==> src/rtl/linear_layer_ctrl.sv <==
// Sequencer for one linear_layer: streams weights then biases from a synchronous parameter
// ROM into the layer, issues one input vector and returns the result or a timeout error.
module linear_layer_ctrl #(
  parameter int IN_DIM     = 4,
  parameter int OUT_DIM    = 4,
  parameter int DATA_WIDTH = 16,
  parameter int TIMEOUT    = 64,
  localparam int NW = IN_DIM * OUT_DIM,
  localparam int N  = NW + OUT_DIM,
  localparam int AW = (N > 1) ? $clog2(N) : 1,
  localparam int RW = (OUT_DIM > 1) ? $clog2(OUT_DIM) : 1,
  localparam int CW = (IN_DIM > 1) ? $clog2(IN_DIM) : 1
) (
  input  logic                                clk,
  input  logic                                rst_n,
  input  logic                                start,
  input  logic                                reload,
  input  logic [IN_DIM*DATA_WIDTH-1:0]        x_vec,
  output logic                                busy,
  output logic                                done,
  output logic                                error,
  output logic                                weights_valid,
  output logic [OUT_DIM*DATA_WIDTH-1:0]       y_vec,
  output logic [AW-1:0]                       pmem_addr,
  input  logic signed [DATA_WIDTH-1:0]        pmem_data,
  output logic                                load_weight,
  output logic [RW-1:0]                       w_row,
  output logic [CW-1:0]                       w_col,
  output logic signed [DATA_WIDTH-1:0]        w_data,
  output logic                                load_bias,
  output logic [RW-1:0]                       b_idx,
  output logic signed [DATA_WIDTH-1:0]        b_data,
  output logic                                ll_valid_in,
  output logic [IN_DIM*DATA_WIDTH-1:0]        ll_x_in,
  input  logic                                ll_valid_out,
  input  logic [OUT_DIM*DATA_WIDTH-1:0]       ll_y_out
);

  // The address counter must be able to hold N for the final drain cycle of the load phase.
  localparam int KW = $clog2(N + 1);
  localparam int TW = (TIMEOUT > 1) ? $clog2(TIMEOUT) : 1;

  localparam logic [KW-1:0] K_N    = KW'(N);
  localparam logic [KW-1:0] K_NW   = KW'(NW);
  localparam logic [CW-1:0] C_LAST = CW'(IN_DIM - 1);
  localparam logic [TW-1:0] T_LAST = TW'(TIMEOUT - 1);

  typedef enum logic [1:0] {
    S_IDLE  = 2'd0,
    S_LOAD  = 2'd1,
    S_ISSUE = 2'd2,
    S_WAIT  = 2'd3
  } state_t;

  state_t state, state_nxt;

  logic [KW-1:0] k_p0;
  logic [RW-1:0] row_p0;
  logic [CW-1:0] col_p0;
  logic [RW-1:0] bidx_p0;

  logic          vld_w_p1;
  logic          vld_b_p1;
  logic [RW-1:0] w_row_p1;
  logic [CW-1:0] w_col_p1;
  logic [RW-1:0] b_idx_p1;

  logic [TW-1:0] wait_cnt;
  logic          wv_q;
  logic          done_q;
  logic          error_q;
  logic [IN_DIM*DATA_WIDTH-1:0]  x_cap;
  logic [OUT_DIM*DATA_WIDTH-1:0] y_q;

  logic need_load;
  logic load_last;
  logic wait_hit;

  assign need_load = reload || !wv_q;
  assign load_last = (k_p0 == K_N);
  assign wait_hit  = (wait_cnt == T_LAST);

  always_ff @(posedge clk) begin
    if (!rst_n) state <= S_IDLE;
    else        state <= state_nxt;
  end

  always_comb begin
    state_nxt = state;
    case (state)
      S_IDLE:  if (start) state_nxt = need_load ? S_LOAD : S_ISSUE;
      S_LOAD:  if (load_last) state_nxt = S_ISSUE;
      S_ISSUE: state_nxt = S_WAIT;
      S_WAIT:  if (ll_valid_out || wait_hit) state_nxt = S_IDLE;
      default: state_nxt = S_IDLE;
    endcase
  end

  always_comb begin
    busy        = (state != S_IDLE);
    ll_valid_in = (state == S_ISSUE);
    pmem_addr   = '0;
    if (state == S_LOAD && k_p0 < K_N) pmem_addr = k_p0[AW-1:0];
  end

  // Stage p0: address and row/col/bias counters; stage p1: strobe registered against ROM data.
  always_ff @(posedge clk) begin
    if (!rst_n) begin
      k_p0     <= '0;
      row_p0   <= '0;
      col_p0   <= '0;
      bidx_p0  <= '0;
      vld_w_p1 <= 1'b0;
      vld_b_p1 <= 1'b0;
      w_row_p1 <= '0;
      w_col_p1 <= '0;
      b_idx_p1 <= '0;
      wait_cnt <= '0;
      wv_q     <= 1'b0;
      done_q   <= 1'b0;
      error_q  <= 1'b0;
      x_cap    <= '0;
      y_q      <= '0;
    end else begin
      vld_w_p1 <= 1'b0;
      vld_b_p1 <= 1'b0;
      done_q   <= 1'b0;
      error_q  <= 1'b0;
      case (state)
        S_IDLE: begin
          if (start) begin
            x_cap <= x_vec;
            if (need_load) begin
              wv_q    <= 1'b0;
              k_p0    <= '0;
              row_p0  <= '0;
              col_p0  <= '0;
              bidx_p0 <= '0;
            end
          end
        end
        S_LOAD: begin
          if (!load_last) begin
            k_p0 <= k_p0 + 1'b1;
            if (k_p0 < K_NW) begin
              vld_w_p1 <= 1'b1;
              w_row_p1 <= row_p0;
              w_col_p1 <= col_p0;
              if (col_p0 == C_LAST) begin
                col_p0 <= '0;
                row_p0 <= row_p0 + 1'b1;
              end else begin
                col_p0 <= col_p0 + 1'b1;
              end
            end else begin
              vld_b_p1 <= 1'b1;
              b_idx_p1 <= bidx_p0;
              bidx_p0  <= bidx_p0 + 1'b1;
            end
          end else begin
            wv_q <= 1'b1;
          end
        end
        S_ISSUE: wait_cnt <= '0;
        S_WAIT: begin
          // A result arriving on the timeout cycle still counts as success.
          if (ll_valid_out) begin
            y_q    <= ll_y_out;
            done_q <= 1'b1;
          end else if (wait_hit) begin
            error_q <= 1'b1;
            wv_q    <= 1'b0;
          end else begin
            wait_cnt <= wait_cnt + 1'b1;
          end
        end
        default: ;
      endcase
    end
  end

  assign load_weight   = vld_w_p1;
  assign w_row         = w_row_p1;
  assign w_col         = w_col_p1;
  assign w_data        = vld_w_p1 ? pmem_data : '0;
  assign load_bias     = vld_b_p1;
  assign b_idx         = b_idx_p1;
  assign b_data        = vld_b_p1 ? pmem_data : '0;
  assign weights_valid = wv_q;
  assign done          = done_q;
  assign error         = error_q;
  assign y_vec         = y_q;
  assign ll_x_in       = x_cap;

endmodule

==> config.mk <==
export PLATFORM = sky130hd
export DESIGN_NAME = linear_layer_ctrl
export DESIGN_NICKNAME = d
export VERILOG_FILES = /design/src/rtl/linear_layer_ctrl.sv
export SDC_FILE = /design/constraint.sdc
export NUM_CORES = 1
export LEC_CHECK = 0
export BUFFER_PORTS_ARGS = -buffer_cell sky130_fd_sc_hd__buf_2
export CORE_AREA = 2 2 127 129
export DETAILED_ROUTE_END_ITERATION = 8
export DIE_AREA = 0 0 129 131
export PLACE_DENSITY = 0.78
export REMOVE_ABC_BUFFERS = 1
export SETUP_SLACK_MARGIN = 0.4
export SYNTH_ARGS = -nofsm -noshare
export SYNTH_HDL_FRONTEND = slang
export SYNTH_SLANG_ARGS = --single-unit
==> constraint.sdc <==
create_clock -name clk -period 1.9 [get_ports clk]
set_input_delay 0.38 -clock clk [delete_from_list [all_inputs] [get_ports clk]]
set_output_delay 0.38 -clock clk [all_outputs]
set_load 0.1 [all_outputs]
==> results.ini <==
[sta]
hold_viol=0
finalCriticalPeriod_ps=1940
setup_viol=3
rsz0062_at_grt=true
post-route-period-util=1.02
slew_violations=0
fmax_mhz=517
final.setup_skew_ps=10.8
tightest_slew_ps=401
whs_ps=186
fin_ws_ps=-36.0
relSlewSlack=0.732

[global_route]
antenna_found_initial=2
grt_overflow=0
grt_max_degree=86
grt_util_met3=0.0558
met2_usage=0.445
grt_pass1_vias=6417
grt_util_all_layers=0.257
grt_busiest_layer=met2
grt_pass1_wl_um=33600
grt.met1_usage=0.301

[routing]
drt_iter0_drc=484
wirelength_um=28300
drc=0
drt-vias-per-instance=5.36
firstDrtPassIters=5
vias=7359
wl_per_cell_um=20.6
antenna_left=0

[logic_synthesis]
async_flop_share=0
ys.flop_type=dfxtp_1
yosysTopAreaCell=dfxtp_1
synth_commonest_cells=nand2_1 (279), dfxtp_1 (158), a21oi_1 (139)
synth_area_mm2=0.00613
synth.ff_latch_count=158
yosysSeqAreaShare=0.516
syn_avg_cell_area_um2=7.87
yosysWarnings=0
synth_top_area_frac=0.516
yosys.cell_types.count=44
synth-edff-count=0
synth_cells=778
synth_area_leaders=dfxtp_1 (52%), nand2_1 (17%), a21oi_1 (11%)
synth_most_common_cell=nand2_1

[placement]
placed_cells=1285
port_buffers=326
gp_congestion=0.879
pre_cts_ws_ps=119
hpwl_um=13200

[status]
violations=negative setup slack
status=finished with violations

[die]
dieArea_mm2=0.0169
die_width_um=129
core-area_mm2=0.0156
rows=46
io_pins=327
die-height_um=131
start_util=0.393

[finish]
drive_gt1_frac=0.521
stdcell_count=1374
synthToLayoutAreaGrowth_pct=83.7
fin_nets=1301

[clocking]
ctsRootBufferMaster=clkbuf_16
numCtsBuffers=17
cts.sinks=158
clkTransAtPathRegs_ps=70
cts_tree=built
cts.path.max_buffers=2
worstSkewPairLatency_ps=430
cts_hold_buf=0
ctsHtreeMaxLevel=4

[power]
leakagePower_nw=4.89
power-per-cell-area_mw_per_mm2=1200
power_mw=13.5
peakVddDrop_v=0.00132

[critical_path]
required_ps=1520
critPathMaxFanout=6
critical_path_class=flop to primary output
crit_arrival_ps=1560
end_kind=primary output
startpoint_type=flop

[run]
max_cap_violations=0

[min_path]
hold_class=input port to flop

area by class of cell:
class | instances | area (um2)
Clock inverter | 8 | 81.3
Tap cell | 216 | 270
Sequential cell | 158 | 3190
Clock buffer | 24 | 482
Multi-Input combinational cell | 556 | 3440
Timing Repair Buffer | 398 | 3730
Inverter | 12 | 55.1
Antenna cell | 2 | 5.00
Fill cell | 1021 | 4350
worst paths after layout:
check	slack, ps	startpoint	cells past startpoint	end
min	190	x_vec[3]	3	ll_x_in[3]
max	-40	state[1]	6	pmem_addr[3]
min reg2reg	450	y_vec[59]	2	y_vec[59]
max reg2reg	-10	state[1]	11	ll_x_in[10]
layout by cell type, fill, tap and decap left out, drive strengths merged, types with 3 or more instances in the layout:
cell and n:
a21oi 140, a31oi 6, and2 36, and3 3, buf 365, clkbuf 57, clkinv 3, dfxtp 158
ha 9, inv 14, mux2i 5, nand2 280, nand2b 4, nand3 12, nand3b 5, nand4 4
nand4b 4, nor2 11, nor2b 3, nor3 3, o21ai 9, or4 4
cells by family after synthesis:
family	Yosys count	synth area share
compound gates	169	0.149
fa+ha+maj	9	0.0184
buf+inv	64	0.0445
flops	158	0.516
mux	5	0.00817
simple gates	373	0.264
stage by stage:
stage	area, um2	TNS, ps	utilization
floorplan	5900	-140610	-
global placement	8090	0	0.519
detailed placement	8090	0	0.519
CTS	10300	0	0.661
global route	11200	-205	0.721
finish	11300	-68.3	0.721
routing by layer:
| metal | vias up | share of wire |
|---|---|---|
| met5 | - | 0 |
| met4 | 0 | 0.056 |
| met3 | 137 | 0.078 |
| met2 | 444 | 0.50 |
| met1 | 3476 | 0.37 |
| li1 | 3302 | - |
worst max-delay path, stage by stage, from the launching register on:
cell     delay (ps)
dfxtp_2         320
inv_2            70
ha_4            190
inv_6            60
nor2_4          140
and2_4          190
buf_12          170
repair_timing:
action                                  4_1_cts  5_1_grt
resized for setup                           376      199
endpoints found under the setup margin      326      233
buffers inserted                             22       14
pin swaps                                    18       29
cloned                                       10        9
report_power, final:
| group | switching (mW) | internal (mW) | total (mW) | leakage (nW) |
|---|---|---|---|---|
| Clock | 1.39 | 1.92 | 3.31 | 0.271 |
| Sequential | 0.212 | 3.59 | 3.81 | 1.29 |
| Combinational | 4.16 | 2.21 | 6.37 | 3.33 |
| Total | 5.76 | 7.72 | 13.5 | 4.89 |
flip-flops by register name (all words and copies together) (netlist names), 5 cells and up:
signal    flops
k_p0          5
y_vec        64
wait_cnt      6
ll_x_in      64
No activity file was read; power rests on OpenSTA's default activity.
